File: config.mk
export PLATFORM = sky130hd
export DESIGN_NAME = write_param_recv_flat
export DESIGN_NICKNAME = d
export VERILOG_FILES = /design/src/rtl/write_param_recv_if.sv /design/src/rtl/write_param_recv.sv /design/src/flat_wrapper.sv
export SDC_FILE = /design/constraint.sdc
export NUM_CORES = 1
export LEC_CHECK = 0
export ABC_CLOCK_PERIOD_IN_PS = 14500
export CAP_MARGIN = 30
export CORE_ASPECT_RATIO = 0.5
export CORE_UTILIZATION = 45
export CTS_CLUSTER_DIAMETER = 60
export DETAILED_ROUTE_END_ITERATION = 8
export GPL_ROUTABILITY_DRIVEN = 1
export HOLD_SLACK_MARGIN = 0.06
export PLACE_DENSITY = 0.69
export SYNTH_ARGS = -nofsm -noshare
export SYNTH_HDL_FRONTEND = slang
export SYNTH_SLANG_ARGS = --single-unit
File: constraint.sdc
create_clock -name clk -period 14.5 [get_ports clk]
set_input_delay 2.175 -clock clk [delete_from_list [all_inputs] [get_ports clk]]
set_output_delay 2.175 -clock clk [all_outputs]
set_load 0.005 [all_outputs]
File: src/rtl/write_param_recv_if.sv
// Write-bus interface carried between parameter writers and the responder.
// The master drives address, data and valid; the slave answers with ready.
interface w_busif;
    logic [31:0] data;
    logic [7:0]  addr;
    logic        valid;
    logic        ready;

    modport master (output data, output addr, output valid, input ready);
    modport slave  (input data, input addr, input valid, output ready);
endinterface

File: src/rtl/write_param_recv.sv
// write_param_recv: terminates w_busif writes into a bank of 32-bit parameter
// registers. Each register has a one-cycle update strobe and a staleness
// watchdog. Out-of-range writes raise a sticky flag and bump a saturating
// counter. The FSM takes one write every two cycles: IDLE accepts, COMMIT applies.
module write_param_recv #(
    parameter logic [7:0] BASE_ADDR     = 8'h00,
    parameter int         NUM_REGS      = 4,
    parameter int         STALE_TIMEOUT = 2000000
) (
    input  logic                     clk,
    input  logic                     rst,
    w_busif.slave                    w_s,
    output logic [NUM_REGS*32-1:0]   param,
    output logic [NUM_REGS-1:0]      upd,
    output logic [NUM_REGS-1:0]      stale,
    output logic                     err_addr,
    output logic [7:0]               err_cnt
);

    // Counter wide enough to hold STALE_TIMEOUT itself (the saturation value).
    localparam int                CNT_W      = (STALE_TIMEOUT < 2) ? 1 : $clog2(STALE_TIMEOUT + 1);
    localparam logic [CNT_W-1:0]  TIMEOUT_C  = CNT_W'(STALE_TIMEOUT);
    localparam logic [CNT_W-1:0]  CNT_ONE_C  = CNT_W'(1);
    localparam logic [CNT_W-1:0]  CNT_ZERO_C = CNT_W'(0);
    localparam logic [7:0]        NUM_REGS_C = 8'(NUM_REGS);
    localparam logic              STALE_EN_C = (STALE_TIMEOUT != 0);

    typedef enum logic [1:0] {
        ST_INIT   = 2'd0,
        ST_IDLE   = 2'd1,
        ST_COMMIT = 2'd2
    } state_t;

    state_t               state_r;
    logic                 ready_r;
    logic [7:0]           addr_r;
    logic [31:0]          data_r;
    logic [31:0]          param_r [NUM_REGS];
    logic [NUM_REGS-1:0]  upd_r;
    logic [NUM_REGS-1:0]  stale_r;
    logic                 err_addr_r;
    logic [7:0]           err_cnt_r;
    logic [CNT_W-1:0]     stale_cnt_r   [NUM_REGS];
    logic [CNT_W-1:0]     stale_cnt_nxt_s [NUM_REGS];

    logic [7:0]           idx_s;
    logic                 in_range_s;
    logic                 commit_s;
    logic [NUM_REGS-1:0]  wr_en_s;

    // Decode the latched address into a per-register write enable during COMMIT.
    always_comb begin
        idx_s      = addr_r - BASE_ADDR;   // wraps modulo 256 by construction
        in_range_s = (idx_s < NUM_REGS_C);
        commit_s   = (state_r == ST_COMMIT);
        wr_en_s    = {NUM_REGS{1'b0}};
        for (int i = 0; i < NUM_REGS; i++) begin
            wr_en_s[i] = commit_s && in_range_s && (idx_s == 8'(i));
        end
    end

    // Next stale-counter value: a write clears, otherwise count up to the timeout and hold.
    always_comb begin
        for (int i = 0; i < NUM_REGS; i++) begin
            stale_cnt_nxt_s[i] = stale_cnt_r[i];
            if (wr_en_s[i]) begin
                stale_cnt_nxt_s[i] = CNT_ZERO_C;
            end else if (stale_cnt_r[i] < TIMEOUT_C) begin
                stale_cnt_nxt_s[i] = stale_cnt_r[i] + CNT_ONE_C;
            end else begin
                stale_cnt_nxt_s[i] = stale_cnt_r[i];
            end
        end
    end

    // Handshake FSM; also applies the latched write, the update strobes and error tracking.
    always_ff @(posedge clk or posedge rst) begin
        if (rst) begin
            state_r    <= ST_INIT;
            ready_r    <= 1'b0;
            addr_r     <= 8'h00;
            data_r     <= 32'h0000_0000;
            upd_r      <= {NUM_REGS{1'b0}};
            err_addr_r <= 1'b0;
            err_cnt_r  <= 8'h00;
            for (int i = 0; i < NUM_REGS; i++) begin
                param_r[i] <= 32'h0000_0000;
            end
        end else begin
            // wr_en_s is only ever non-zero in COMMIT, so this is a single-cycle pulse.
            upd_r <= wr_en_s;
            for (int i = 0; i < NUM_REGS; i++) begin
                if (wr_en_s[i]) begin
                    param_r[i] <= data_r;
                end
            end
            case (state_r)
                ST_INIT: begin
                    ready_r <= 1'b1;
                    state_r <= ST_IDLE;
                end
                ST_IDLE: begin
                    if (w_s.valid && ready_r) begin
                        addr_r  <= w_s.addr;
                        data_r  <= w_s.data;
                        ready_r <= 1'b0;
                        state_r <= ST_COMMIT;
                    end else begin
                        ready_r <= 1'b1;
                        state_r <= ST_IDLE;
                    end
                end
                ST_COMMIT: begin
                    if (!in_range_s) begin
                        err_addr_r <= 1'b1;
                        if (err_cnt_r != 8'hFF) begin
                            err_cnt_r <= err_cnt_r + 8'h01;
                        end
                    end
                    ready_r <= 1'b1;
                    state_r <= ST_IDLE;
                end
                default: begin
                    ready_r <= 1'b0;
                    state_r <= ST_INIT;
                end
            endcase
        end
    end

    // Staleness watchdogs; stale is registered from the next counter value so it
    // drops on the same edge that raises the matching update strobe.
    always_ff @(posedge clk or posedge rst) begin
        if (rst) begin
            stale_r <= {NUM_REGS{1'b0}};
            for (int i = 0; i < NUM_REGS; i++) begin
                stale_cnt_r[i] <= CNT_ZERO_C;
            end
        end else begin
            for (int i = 0; i < NUM_REGS; i++) begin
                stale_cnt_r[i] <= stale_cnt_nxt_s[i];
                stale_r[i]     <= STALE_EN_C && (stale_cnt_nxt_s[i] == TIMEOUT_C);
            end
        end
    end

    // Flatten the register bank onto the output bus.
    genvar g;
    generate
        for (g = 0; g < NUM_REGS; g++) begin : g_param
            assign param[32*g +: 32] = param_r[g];
        end
    endgenerate

    assign w_s.ready = ready_r;
    assign upd       = upd_r;
    assign stale     = stale_r;
    assign err_addr  = err_addr_r;
    assign err_cnt   = err_cnt_r;

endmodule

File: src/flat_wrapper.sv
// flat-port wrapper written by rule: the top's interface ports become plain ports
module write_param_recv_flat 
#(
    parameter logic [7:0] BASE_ADDR     = 8'h00,
    parameter int         NUM_REGS      = 4,
    parameter int         STALE_TIMEOUT = 2000000
)
  (clk, rst, param, upd, stale, err_addr, err_cnt, w_s_data, w_s_addr, w_s_valid, w_s_ready);
  w_busif w_s_i ();
  input  logic clk;
  input  logic rst;
  output logic [NUM_REGS*32-1:0] param;
  output logic [NUM_REGS-1:0] upd;
  output logic [NUM_REGS-1:0] stale;
  output logic err_addr;
  output logic [7:0] err_cnt;
  input wire logic [$bits(w_s_i.data)-1:0] w_s_data;
  input wire logic [$bits(w_s_i.addr)-1:0] w_s_addr;
  input wire logic [$bits(w_s_i.valid)-1:0] w_s_valid;
  output wire logic [$bits(w_s_i.ready)-1:0] w_s_ready;
  assign w_s_i.data = w_s_data;
  assign w_s_i.addr = w_s_addr;
  assign w_s_i.valid = w_s_valid;
  assign w_s_ready = w_s_i.ready;
  write_param_recv #(.BASE_ADDR(BASE_ADDR), .NUM_REGS(NUM_REGS), .STALE_TIMEOUT(STALE_TIMEOUT)) u_core (.clk(clk), .rst(rst), .w_s(w_s_i), .param(param), .upd(upd), .stale(stale), .err_addr(err_addr), .err_cnt(err_cnt));
endmodule
== Yosys cells after proc, flatten, opt, wreduce, memory -nomap -nowiden ==
Cells that the tools add are included.

* Bits in registers: 272
* Input port bits: 43
* Output and inout bits: 146
* Word-level logic and storage cells: 61

* Add/subtract/negate cells: 5
* Magnitude comparators: 5
* Equal/unequal tests: 10
* Muxes and demuxes: 12
* Bitwise operators: 1
* Reduce and logical (&&, ||, !) cells: 12

{| class="wikitable"
|+ Operator list
! kind !! number
|-
| two-way mux 21 bit || 8
|-
| adder 21 x 1 -> 21 bit (second input constant) || 4
|-
| == test 21 bit (second input constant) || 4
|-
| less-than comparator 21 bit (second input constant) || 4
|-
| == test 8 x 2 -> 1 bit (second input constant) || 2
|-
| adder 8 x 1 -> 8 bit (second input constant) || 1
|-
| == test 8 x 1 -> 1 bit (second input constant) || 1
|-
| logical NOT 8 bit || 1
|-
| less-than comparator 8 x 3 -> 1 bit (second input constant) || 1
|-
| != test 8 bit (second input constant) || 1
|-
| logical AND 1 bit || 6
|-
| one-hot mux 2 bit (2 select lines) || 1
|-
| AND reduction 2 bit || 2
|-
| AND reduction 3 bit || 1
|-
| == test 2 x 1 -> 1 bit (second input constant) || 1
|-
| == test 2 bit (second input constant) || 1
|-
| logical NOT 2 bit || 1
|-
| two-way mux 2 bit || 1
|-
| one-hot mux 1 bit (2 select lines) || 1
|-
| OR reduction 2 bit || 1
|-
| two-way mux 1 bit || 1
|-
| inverter 1 bit || 1
|}

== Longest topological paths before layout ==
Gate-level depths: netlist of the first run.

* Depth after elaboration: 5
* Depth in mapped cells: 9
* Depth with buffers taken out: 8

== Worst setup path after synthesis of the first run ==
Ideal clock, no wire load.

* Path type: in2reg
* From: input port w_s_valid
* To: register u_core.data_r[0]
* Arrival time: 2.825 ns
* Path slack: 11.610 ns
* Stages: 5
* Path buffers: 1
* Cell sequence: nand3b_1 -> inv_1 -> clkbuf_1 -> nand2_1 -> nand2_1

* Cells in the longest elaborated chain, start to end: 2

{| class="wikitable"
|+ Ends and longest elaborated chain
! what !! line !! source
|-
| start: declaration || flat_wrapper.sv:19 || <nowiki>input wire logic [$bits(w_s_i.valid)-1:0] w_s_valid;</nowiki>
|-
| logical AND 1 bit || write_param_recv.sv:103 || <nowiki>if (w_s.valid && ready_r) begin</nowiki>
|-
| AND reduction 2 bit (no line) || -- ||
|-
| end signal: assignment || write_param_recv.sv:105 || <nowiki>data_r <= w_s.data;</nowiki>
|-
| end: declaration || write_param_recv.sv:37 || <nowiki>logic [31:0] data_r;</nowiki>
|}

No other way between the ends.
A chain may end at the register's enable or synchronous reset.

== Worst setup path in the final report of the first run ==
* From: register u_core.err_cnt_r[2], in the netlist u_core.err_cnt[2]
* To: output port err_cnt[2]

{| class="wikitable"
|+ RTL lines
! what !! line !! source
|-
| start: declaration || write_param_recv.sv:42 || <nowiki>logic [7:0] err_cnt_r;</nowiki>
|-
| start signal: assignment || write_param_recv.sv:117 || <nowiki>err_cnt_r <= err_cnt_r + 8'h01;</nowiki>
|-
| end: declaration || flat_wrapper.sv:16 || <nowiki>output logic [7:0] err_cnt;</nowiki>
|}

No word-level cell between the ends.

==> key figures, run 1 <==
Layout
  – Fill cell count: 2237
  – Layout cell share with drive strength beyond 1: 7.33%
  – Non-Filler Instances: 1825
  – Reg area: 0.00678 sq mm
  – Multi-input logic area: 0.00515 sq mm
  – Area delta synth->final: 24.6%
  – Final design utilization: 57.4%
  – Number of antenna diodes: 0
  – Final instance area: 0.0152 sq mm
  – Nets@finish: 1508

Critical path
  – R2R setup slack: 11.31 ns
  – WP buf/inv: 1
  – Worst R2R End: u_core.stale[0]
  – Startpoint types: register
  – CP max-delay cell: clkdlybuf4s50_1
  – Crit Path Max Fanout: 6
  – Worst path max stage delay: 0.55 ns
  – R2R depth: 7
  – Setup CP Type: reg -> out
  – Crit-path cells: clkdlybuf4s50_1
  – Top delay family on crit path: buffers and inverters
  – Worst R2R Start: u_core.stale_cnt_r[77]
  – Worst EP required: 12.32 ns
  – Crit. End Element: primary output
  – Crit path DAT: 1.54 ns

GRT
  – Total track usage: 23.3%
  – First-pass GRT wire length: 51900 microns
  – Total gr overflow: 0
  – Vias in the first global route: 9670
  – Largest net degree at the start of global routing: 117
  – Initial antenna violation count: 0

Die
  – Die H: 118 microns
  – Die width: 235 microns
  – Die ar.: 0.0278 sq mm
  – Io pins: 189
  – Placeable Area: 0.0265 sq mm
  – Starting Density: 46.0%
  – Std-Cell Rows: 42

CTS
  – CTS Buffer Depth: 3
  – H-tree depth: 1
  – Setup repair bufs after CTS: 0
  – TritonCTS Buffers: 25
  – Clk pin slew, worst setup/hold paths: 0.06 ns
  – Hold_buf cts: 0
  – CTS tree: done
  – Root Buffer Master: clkbuf_16
  – Worst skew pair latency: 0.55 ns
  – Cts repair resizes: 0
  – Sink Count: 271

Synth
  – Post-synth cell types: 76
  – Syn Nets: 1338
  – Post-synth EDFFs: 0
  – Prevailing post-synth register cell: dfrtp_1
  – Cell count after synthesis: 1290
  – Number of synthesized register bits: 271
  – Synth warnings: 0
  – Mapped Area: 0.0122 sq mm
  – Asr flop ratio synth: 100%
  – Synth Area per Inst: 9.47 sq um
  – Post-synthesis sequential area ratio: 55.5%

Place
  – Post-Place Cell Area: 0.0144 sq mm
  – Cells after DPL: 1783
  – Input/output buffers: 188
  – Final HPWL DP: 21000 microns
  – Gpl congestion: 0.846
  – Post-place setup slack: 9.13 ns

STA
  – Post-route worst setup slack: 10.79 ns
  – Final Max Tran Viols: 0
  – Setup TNS: 0 ns
  – Final setup violation count: 0
  – Worst hold slack: 0.465 ns
  – Tmin final: 3.71 ns
  – Relative slew slack: 46.9%
  – Fmax: 0.269 GHz
  – Worst Skew: 0.0172 ns
  – Unrepaired setup endpoints after global routing: no
  – Worst-margin pin slew: 0.797 ns
  – Fin crit share: 25.6%
  – Hold Vio Cnt, Final: 0

Power
  – Peak VDD IR: 0.103 mV
  – Net Sw Frac: 30.3%
  – Comb power frac: 21.1%
  – PwrDens: 138 mW/mm^2
  – Clock power share: 30.7%
  – Total power: 2.11 mW
  – Leak Pwr: 7.24 nW
  – P_int: 1.47 mW
  – Net load switching power: 0.640 mW
  – Seq pwr share: 48.2%

Route
  – TritonRoute pass-1 iters: 5
  – Total routed wirelength: 32000 microns
  – DRT iter0 DRCs: 730
  – Final ANT Viol Nets: 0
  – Vias post-DR: 9723
  – Avg WL per Cell: 17.5 microns
  – DRC: 0
  – Via-to-Cell Ratio: 5.33

Min path
  – Hold WC Path Type: reg -> reg
  – Worst Hold Endpoint: u_core.param[35]
  – Hold Path Depth: 2
  – Min-delay src: u_core.param[35]

Job
  – Maximum Capacitance Violations: 0

Outcome
  – Status: finished, final reports clean
==> cells in the final DEF (no fill, tap or decap), drive strengths merged, types with 4 or more instances in the layout <==
| cell | n |
|---|---|
| xor2 | 37 |
| inv | 12 |
| a21oi | 24 |
| and4 | 11 |
| a2111oi | 5 |
| nor4b | 4 |
| nor3 | 17 |
| or4 | 5 |
| nor3b | 8 |
| clkdlybuf4s50 | 188 |
| and3 | 20 |
| nand4 | 30 |
| nand2b | 5 |
| dfrtp | 271 |
| nand2 | 458 |
| clkbuf | 34 |
| or3 | 5 |
| buf | 14 |
| nor2 | 103 |
| ha | 5 |
| o2111ai | 4 |
| o21ai | 16 |
| o31ai | 5 |
| nand3 | 35 |
| mux2 | 35 |
| nand4b | 4 |
| and2 | 7 |
| o21a | 5 |
| xnor2 | 41 |
| a31oi | 4 |
| nor4 | 10 |
==> sequential cells by signal, summed over array words and instances (netlist names) <==
signal / count
u_core.upd: 4
u_core.err_cnt: 8
u_core.state_r: 2
u_core.err_addr: 1
u_core.param: 128
u_core.addr_r: 8
u_core.stale_cnt_r: 84
u_core.data_r: 32
u_core.stale: 4
==> worst max path at each step <==
stage                      startpoint  cells after the start  slack [ns]                     end
floorplan                         rst                      1        4.86        u_core.addr_r[0]
global placement                  rst                      4        9.20  u_core.stale_cnt_r[75]
detailed placement                rst                      4        9.13  u_core.stale_cnt_r[73]
CTS                               rst                      4        9.69  u_core.stale_cnt_r[24]
global route                      rst                      5       10.66  u_core.stale_cnt_r[73]
finish              u_core.err_cnt[2]                      1       10.79              err_cnt[2]
==> cell usage after synthesis (3+ instances only) <==
cell type,count,area [sq um]
buf_1,9,33.8
ha_1,5,62.6
nor4b_1,4,35.0
mux2_2,35,394
o2111ai_1,4,35.0
nand2b_1,5,31.3
nand4b_1,4,35.0
o31ai_1,5,37.5
o21a_1,5,37.5
a211oi_1,3,22.5
o21ai_0,14,70.1
a31oi_1,4,25.0
nor4_1,6,37.5
or4_1,4,30.0
nand2_1,458,1720
xor2_1,37,324
nor4_2,4,50.1
and2_1,7,43.8
or3_1,4,25.0
and4_1,10,87.6
nand4_1,30,188
nor3b_1,7,52.6
nor3_1,17,85.1
xnor2_1,41,359
dfrtp_1,271,6780
a21oi_1,23,115
inv_1,11,41.3
a311oi_1,3,26.3
nand3_1,34,170
clkbuf_1,44,165
and3_1,19,119
mux2i_1,3,30.0
nor2_1,103,387
==> layout make-up <==
type                    count  area share [%]
clock buffers              34            4.53
flip-flops and latches    271            44.6
well taps                 352            2.89
repair buffers            202            13.3
clock inverters             6           0.551
inverters                  11           0.321
multi-input cells         949            33.8
==> cell families (layout without fill, tap and decap cells) <==
family,Yosys count,after routing,synth area share (%)
flops,271,271,55.5
fa+ha+maj,6,6,0.594
simple gates,734,734,26.7
mux,38,38,3.47
buf+inv,70,253,2.43
xor+xnor,78,78,5.59
compound gates,93,93,5.72
==> power by group through the flow <==
stage	clock network (mW)	registers, mW	logic, mW
floorplan	0	0.982	0.271
global placement	0	1.02	0.430
detailed placement	0	1.02	0.443
CTS	0.662	1.01	0.446
global route	0.692	1.04	0.494
finish	0.646	1.02	0.444
==> routing by layer <==
metal	part of all wire, %	up-vias	GRT usage [%]
met1	43	4736	30.9
met4	2.6	0	6.95
met5	0	-	0
met2	48	293	39.1
li1	-	4636	-
met3	5.6	58	4.11
(Power assumes the default switching activity.)
==> inputs of run 2 (changes only) <==
--- a/config.mk
+++ b/config.mk
@@ -5,7 +5,7 @@
 export SDC_FILE = /design/constraint.sdc
 export NUM_CORES = 1
 export LEC_CHECK = 0
-export ABC_CLOCK_PERIOD_IN_PS = 14500
+export ABC_CLOCK_PERIOD_IN_PS = 3500
 export CAP_MARGIN = 30
 export CORE_ASPECT_RATIO = 0.5
 export CORE_UTILIZATION = 45
==> constraint.sdc (replaced) <==
create_clock -name clk -period 3.5 [get_ports clk]
set_input_delay 0.525 -clock clk [delete_from_list [all_inputs] [get_ports clk]]
set_output_delay 0.525 -clock clk [all_outputs]
set_load 0.005 [all_outputs]
==> run 2 against run 1 <==
  * Via count grew 0.86%
  * Clock power grew to 4.1 times the previous value
  * Critical path depth grew 6
  * Sequential power grew to 4.1 times the previous value
  * Critical path type is now reg -> reg
  * Largest cell class unchanged
  * Final cell count grew 0.33%
==> key figures, run 2 (same netlist as run 1, synthesis figures left out) <==
Route
  – DRC: 0 (unchanged)
  – Via-to-Cell Ratio: 5.36 (+0.53%)
  – Avg WL per Cell: 17.3 microns (-1.6%)
  – Total routed wirelength: 31600 microns (-1.2%)
  – TritonRoute pass-1 iters: 7 (+2)
  – DRT iter0 DRCs: 705 (-3.4%)
  – Final ANT Viol Nets: 0 (unchanged)
  – Vias post-DR: 9807 (+0.86%)

CTS
  – H-tree depth: 1 (unchanged)
  – Root Buffer Master: clkbuf_16
  – CTS Buffer Depth: 3 (unchanged)
  – Worst skew pair latency: 0.55 ns (about the same)
  – Cts repair resizes: 0 (unchanged)
  – Clk pin slew, worst setup/hold paths: 0.07 ns (about the same)
  – Setup repair bufs after CTS: 0 (unchanged)
  – Hold_buf cts: 0 (unchanged)
  – TritonCTS Buffers: 25 (unchanged)
  – CTS tree: done
  – Sink Count: 271 (unchanged)

STA
  – Fin crit share: 86.4%
  – Final setup violation count: 0 (unchanged)
  – Hold Vio Cnt, Final: 0 (unchanged)
  – Post-route worst setup slack: 0.475 ns (-10.31 ns)
  – Unrepaired setup endpoints after global routing: no
  – Tmin final: 3.03 ns
  – Relative slew slack: 37.1% (-9.8 points)
  – Final Max Tran Viols: 0 (unchanged)
  – Fmax: 0.331 GHz
  – Worst-margin pin slew: 0.943 ns (+0.147 ns)
  – Worst Skew: 0.0134 ns (-0.00381 ns)
  – Worst hold slack: 0.279 ns (-0.186 ns)

Place
  – Final HPWL DP: 21300 microns (+1.3%)
  – Gpl congestion: 0.878 (+3.9%)
  – Input/output buffers: 188 (unchanged)
  – Post-place setup slack: 0.467 ns (-8.67 ns)

Layout
  – Nets@finish: 1511 (+0.20%)
  – Max reg flops: 128 (unchanged)
  – Most common cell after layout, fill and taps aside: nand2_1
  – Layout cell share with drive strength beyond 1: 7.57% (+0.24 points)
  – Most frequent cells in the layout: nand2_1, dfrtp_1, clkdlybuf4s50_1
  – Area delta synth->final: 24.7% (about the same)
  – Number of antenna diodes: 0 (unchanged)

GRT
  – Vias in the first global route: 9649 (-0.22%)
  – Total gr overflow: 0 (unchanged)
  – Total track usage: 23.0% (-0.29 points)
  – Initial antenna violation count: 0 (unchanged)
  – Largest net degree at the start of global routing: 93 (-21%)
  – First-pass GRT wire length: 51600 microns (-0.52%)

Critical path
  – Worst EP required: 3.95 ns (-8.37 ns)
  – Crit Path Max Fanout: 6 (unchanged)
  – Setup CP Type: reg -> reg
  – Startpoint types: register
  – Critical path depth: 7 (+6)
  – Crit. End Element: register
  – WP buf/inv: 0 (-1)
  – Top delay family on crit path: simple AND/OR/NAND/NOR gates
  – Crit path DAT: 3.48 ns (+1.94 ns)
  – CP max-delay cell: or4_1
  – Worst path max stage delay: 0.63 ns (+0.08 ns)
  – R2R depth: 7 (unchanged)
  – Crit-path cells: or3_4 -> or4_1 -> a21oi_4 -> mux2_2 -> o21ai_0 -> or4b_1 -> nor4_2

Outcome
  – Status: finished, final reports clean

Die
  – Starting Density: 46.0% (unchanged)
  – Placeable Area: 0.0265 sq mm (unchanged)
  – Io pins: 189 (unchanged)
  – Std-Cell Rows: 42 (unchanged)
  – Die width: 235 microns (unchanged)
  – Die ar.: 0.0278 sq mm (unchanged)
  – Die H: 118 microns (unchanged)

Power
  – Peak VDD IR: 0.260 mV (+150%)
  – PwrDens: 571 mW/mm^2 (+310%)
  – Leak Pwr: 7.24 nW (about the same)

Job
  – Maximum Capacitance Violations: 0 (unchanged)

Min path
  – Hold WC Path Type: in -> async
[run 2: cell types whose count changed in the layout (fill, tap and decap cells not counted)]
cell        delta
buf_4          +3
buf_12         +2
buf_16         -2
clkbuf_1       +2
bufinv_16      -1
clkinv_2       +1
clkinvlp_4     +1
inv_16         +1
inv_8          -1
[run 2: power breakdown]
part	internal (mW)	switching, mW
Clock	1.47	1.18
Sequential	3.63	0.565
Combinational	0.935	0.907
[run 2: metrics by stage]
step	utilization [%]	TNS, ns	power, mW	area [sq um]	cells
2_1_floorplan	-	-164.34	5.19	12200	1290
3_3_place_gp	54.5	0	6.01	14500	1788
5_1_grt	57.4	0	9.16	15200	1831
4_1_cts	57.4	0	8.76	15200	1831
3_5_place_dp	54.5	0	6.08	14500	1788
6_report	57.4	0	8.69	15200	1831
[run 2: worst paths after layout]
check                                  startpoint           endpoint  slack [ns]
min in group clk                 u_core.param[56]   u_core.param[56]        0.46
setup reg to reg           u_core.stale_cnt_r[77]    u_core.stale[0]        0.47
max in group asynchronous                     rst  u_core.param[111]        2.20
hold reg to reg                  u_core.param[56]   u_core.param[56]        0.46
hold / removal                                rst   u_core.param[48]        0.28
setup / recovery           u_core.stale_cnt_r[77]    u_core.stale[0]        0.47
[run 2: worst reg2reg max path, delay by kind of cell (launching register included)]
| kind | cells | cell delay (ns) |
|---|---|---|
| compound gates | 2 | 0.38 |
| flops | 1 | 0.44 |
| mux | 1 | 0.35 |
| simple gates | 4 | 1.77 |
[run 2: layout make-up]
cell class,count,area (sq um)
Fill cell,2254,11300
Sequential cell,271,6780
Multi-Input combinational cell,949,5150
Timing Repair Buffer,205,2030
Clock buffer,36,697
Tap cell,352,440
Clock inverter,7,78.8
Inverter,11,45.0
[run 2: metal layers]
metal | routed length [microns] | global-route usage [%]
met5 | 0 | 0
met4 | 638 | 5.43
met3 | 1310 | 3.97
met2 | 15600 | 39.1
met1 | 14000 | 30.7
==> inputs of run 3 (changes only) <==
--- a/config.mk
+++ b/config.mk
@@ -13,7 +13,7 @@
 export DETAILED_ROUTE_END_ITERATION = 8
 export GPL_ROUTABILITY_DRIVEN = 1
 export HOLD_SLACK_MARGIN = 0.06
-export PLACE_DENSITY = 0.69
+export PLACE_DENSITY_LB_ADDON = 0.3
 export SYNTH_ARGS = -nofsm -noshare
 export SYNTH_HDL_FRONTEND = slang
 export SYNTH_SLANG_ARGS = --single-unit
==> run 3 against run 2 <==
  * Worst setup slack worse by 0.065 ns
  * Power is 0.38% lower
  * Core utilization is 0.057 points higher
  * Critical endpoint unchanged
  * First-iteration DRC count is 12% higher
  * Non-clock buffer count is 2 higher
  * Largest cell class unchanged
  * Sequential share of layout area hardly changed
  * Sequential cell count stayed put
  * Final area hardly changed
==> key figures, run 3 (same netlist as run 1, synthesis figures left out) <==
Outcome
  – Status: finished, final reports clean

CTS
  – Worst skew pair latency: 0.55 ns (about the same)
  – H-tree depth: 1 (unchanged)
  – Hold_buf cts: 0 (unchanged)
  – Cts repair resizes: 0 (unchanged)
  – CTS tree: done
  – TritonCTS Buffers: 25 (unchanged)
  – Clk pin slew, worst setup/hold paths: 0.07 ns (about the same)
  – CTS Buffer Depth: 3 (unchanged)
  – Setup repair bufs after CTS: 0 (unchanged)
  – Sink Count: 271 (unchanged)
  – Root Buffer Master: clkbuf_16

Layout
  – Max reg flops: 128 (unchanged)
  – Area delta synth->final: 24.8% (about the same)
  – Number of antenna diodes: 0 (unchanged)
  – Non-Filler Instances: 1830 (-0.055%)
  – Multi-input logic area: 0.00515 sq mm (unchanged)
  – Reg area: 0.00678 sq mm (unchanged)
  – Final design utilization: 57.4% (about the same)
  – Fill cell count: 2238 (-0.71%)
  – Layout cell share with drive strength beyond 1: 7.78% (+0.21 points)
  – Most common cell after layout, fill and taps aside: nand2_1
  – Most frequent cells in the layout: nand2_1, dfrtp_1, clkdlybuf4s50_1
  – Nets@finish: 1513 (+0.13%)

Place
  – Cells after DPL: 1790 (+0.11%)
  – Input/output buffers: 188 (unchanged)
  – Final HPWL DP: 20800 microns (-2.1%)
  – Gpl congestion: 0.885 (+0.72%)

GRT
  – Total track usage: 22.8% (-0.17 points)
  – Vias in the first global route: 9813 (+1.7%)
  – First-pass GRT wire length: 51500 microns (-0.37%)
  – Initial antenna violation count: 0 (unchanged)
  – Largest net degree at the start of global routing: 77 (-17%)
  – Total gr overflow: 0 (unchanged)

Power
  – P_int: 6.01 mW (-0.43%)
  – Seq pwr share: 48.4% (about the same)
  – Peak VDD IR: 0.327 mV (+26%)
  – Comb power frac: 21.4% (+0.2 points)
  – Net load switching power: 2.65 mW (-0.28%)
  – Leak Pwr: 7.26 nW (+0.18%)
  – Net Sw Frac: 30.6% (+0.031 points)
  – PwrDens: 568 mW/mm^2 (-0.48%)
  – Clock power share: 30.2% (-0.3 points)
  – Total power: 8.66 mW (-0.38%)

Route
  – DRC: 0 (unchanged)
  – Avg WL per Cell: 17.1 microns (-0.89%)
  – Via-to-Cell Ratio: 5.36 (+0.16%)
  – Total routed wirelength: 31300 microns (-0.94%)
  – TritonRoute pass-1 iters: 5 (-2)
  – Vias post-DR: 9817 (+0.10%)
  – Final ANT Viol Nets: 0 (unchanged)
  – DRT iter0 DRCs: 790 (+12%)

Critical path
  – Crit. End Element: register
  – CP max-delay cell: or4_1
  – Crit path DAT: 3.54 ns (+0.06 ns)
  – Worst path max stage delay: 0.62 ns (about the same)
  – Worst EP required: 3.95 ns (about the same)
  – WP buf/inv: 0 (unchanged)
  – Startpoint types: register
  – Crit Path Max Fanout: 6 (unchanged)
  – Setup CP Type: reg -> reg
  – Top delay family on crit path: simple AND/OR/NAND/NOR gates
  – Crit-path cells: or3_4 -> or4_1 -> a21oi_4 -> mux2_2 -> o21ai_0 -> or4b_1 -> nor4_2

Die
  – Io pins: 189 (unchanged)
  – Starting Density: 46.0% (unchanged)
  – Die width: 235 microns (unchanged)
  – Die ar.: 0.0278 sq mm (unchanged)
  – Die H: 118 microns (unchanged)
  – Std-Cell Rows: 42 (unchanged)
  – Placeable Area: 0.0265 sq mm (unchanged)

STA
  – Final Max Tran Viols: 0 (unchanged)
  – Fin crit share: 88.3% (+1.9 points)
  – Worst Skew: 0.0162 ns (+0.00283 ns)
  – Unrepaired setup endpoints after global routing: no
  – Hold Vio Cnt, Final: 0 (unchanged)
  – Setup TNS: 0 ns (unchanged)
  – Relative slew slack: 53.0% (+16 points)
  – Worst-margin pin slew: 0.706 ns (-0.238 ns)
  – Tmin final: 3.09 ns (+0.0648 ns)
  – Fmax: 0.324 GHz (-2.1%)
  – Final setup violation count: 0 (unchanged)

Min path
  – Hold WC Path Type: in -> async

Job
  – Maximum Capacitance Violations: 0 (unchanged)
==> run 3: cell types whose count changed in the layout (fill, tap and decap cells not counted) <==
cell and delta:
clkbuf_1 -4, buf_12 +1, clkbuf_8 +3, bufinv_16 -1, inv_6 -1, buf_4 +1
==> run 3: final timing paths <==
path | startpoint | to | slack (ns) | cells past startpoint
worst max-delay path | u_core.stale_cnt_r[77] | u_core.stale[0] | 0.41 | 7
worst min-delay path | rst | u_core.param[23] | 0.34 | 2
worst max register to register | u_core.stale_cnt_r[77] | u_core.stale[0] | 0.41 | 7
worst min register to register | u_core.param[31] | u_core.param[31] | 0.47 | 2
max in group asynchronous | rst | u_core.param[44] | 2.36 | 3
min in group clk | u_core.param[31] | u_core.param[31] | 0.47 | 2
==> run 3: metal layers <==
layer  vias up  global-route usage, %  routed length (microns)
li1       4641                      -                        -
met1      4869                   30.2                    13700
met2       260                   38.4                    15400
met3        47                   4.70                     1690
met4         0                   5.59                      596
met5         -                      0                        0
==> run 3: power groups by stage <==
stage               Sequential [mW]  Clock (mW)  Combinational [mW]
floorplan                      4.07           0                1.12
global placement               4.20           0                1.80
detailed placement             4.23           0                1.85
CTS                            4.18        2.67                1.87
global route                   4.27        2.80                2.06
finish                         4.19        2.61                1.85
==> run 3: cell type report <==
class	instances	area share [%]
Sequential cell	271	44.5
Multi-Input combinational cell	949	33.8
Timing Repair Buffer	207	13.5
Clock buffer	35	4.74
Tap cell	352	2.89
Inverter	11	0.295
Clock inverter	5	0.263
==> run 3: through the flow <==
step	cell area, sq um	hold WS [ns]	setup slack (ns)
floorplan	12200	0.454	-0.606
global placement	14500	0.451	0.500
detailed placement	14500	0.454	0.446
CTS	15200	0.325	0.420
global route	15200	0.344	0.253
finish	15200	0.341	0.410
==> run 3: worst register-to-register path, delay by kind of cell (launching register included) <==
family          cells  cell delay (ns)
compound gates      2             0.38
flops               1             0.45
simple gates        4             1.81
mux                 1             0.35
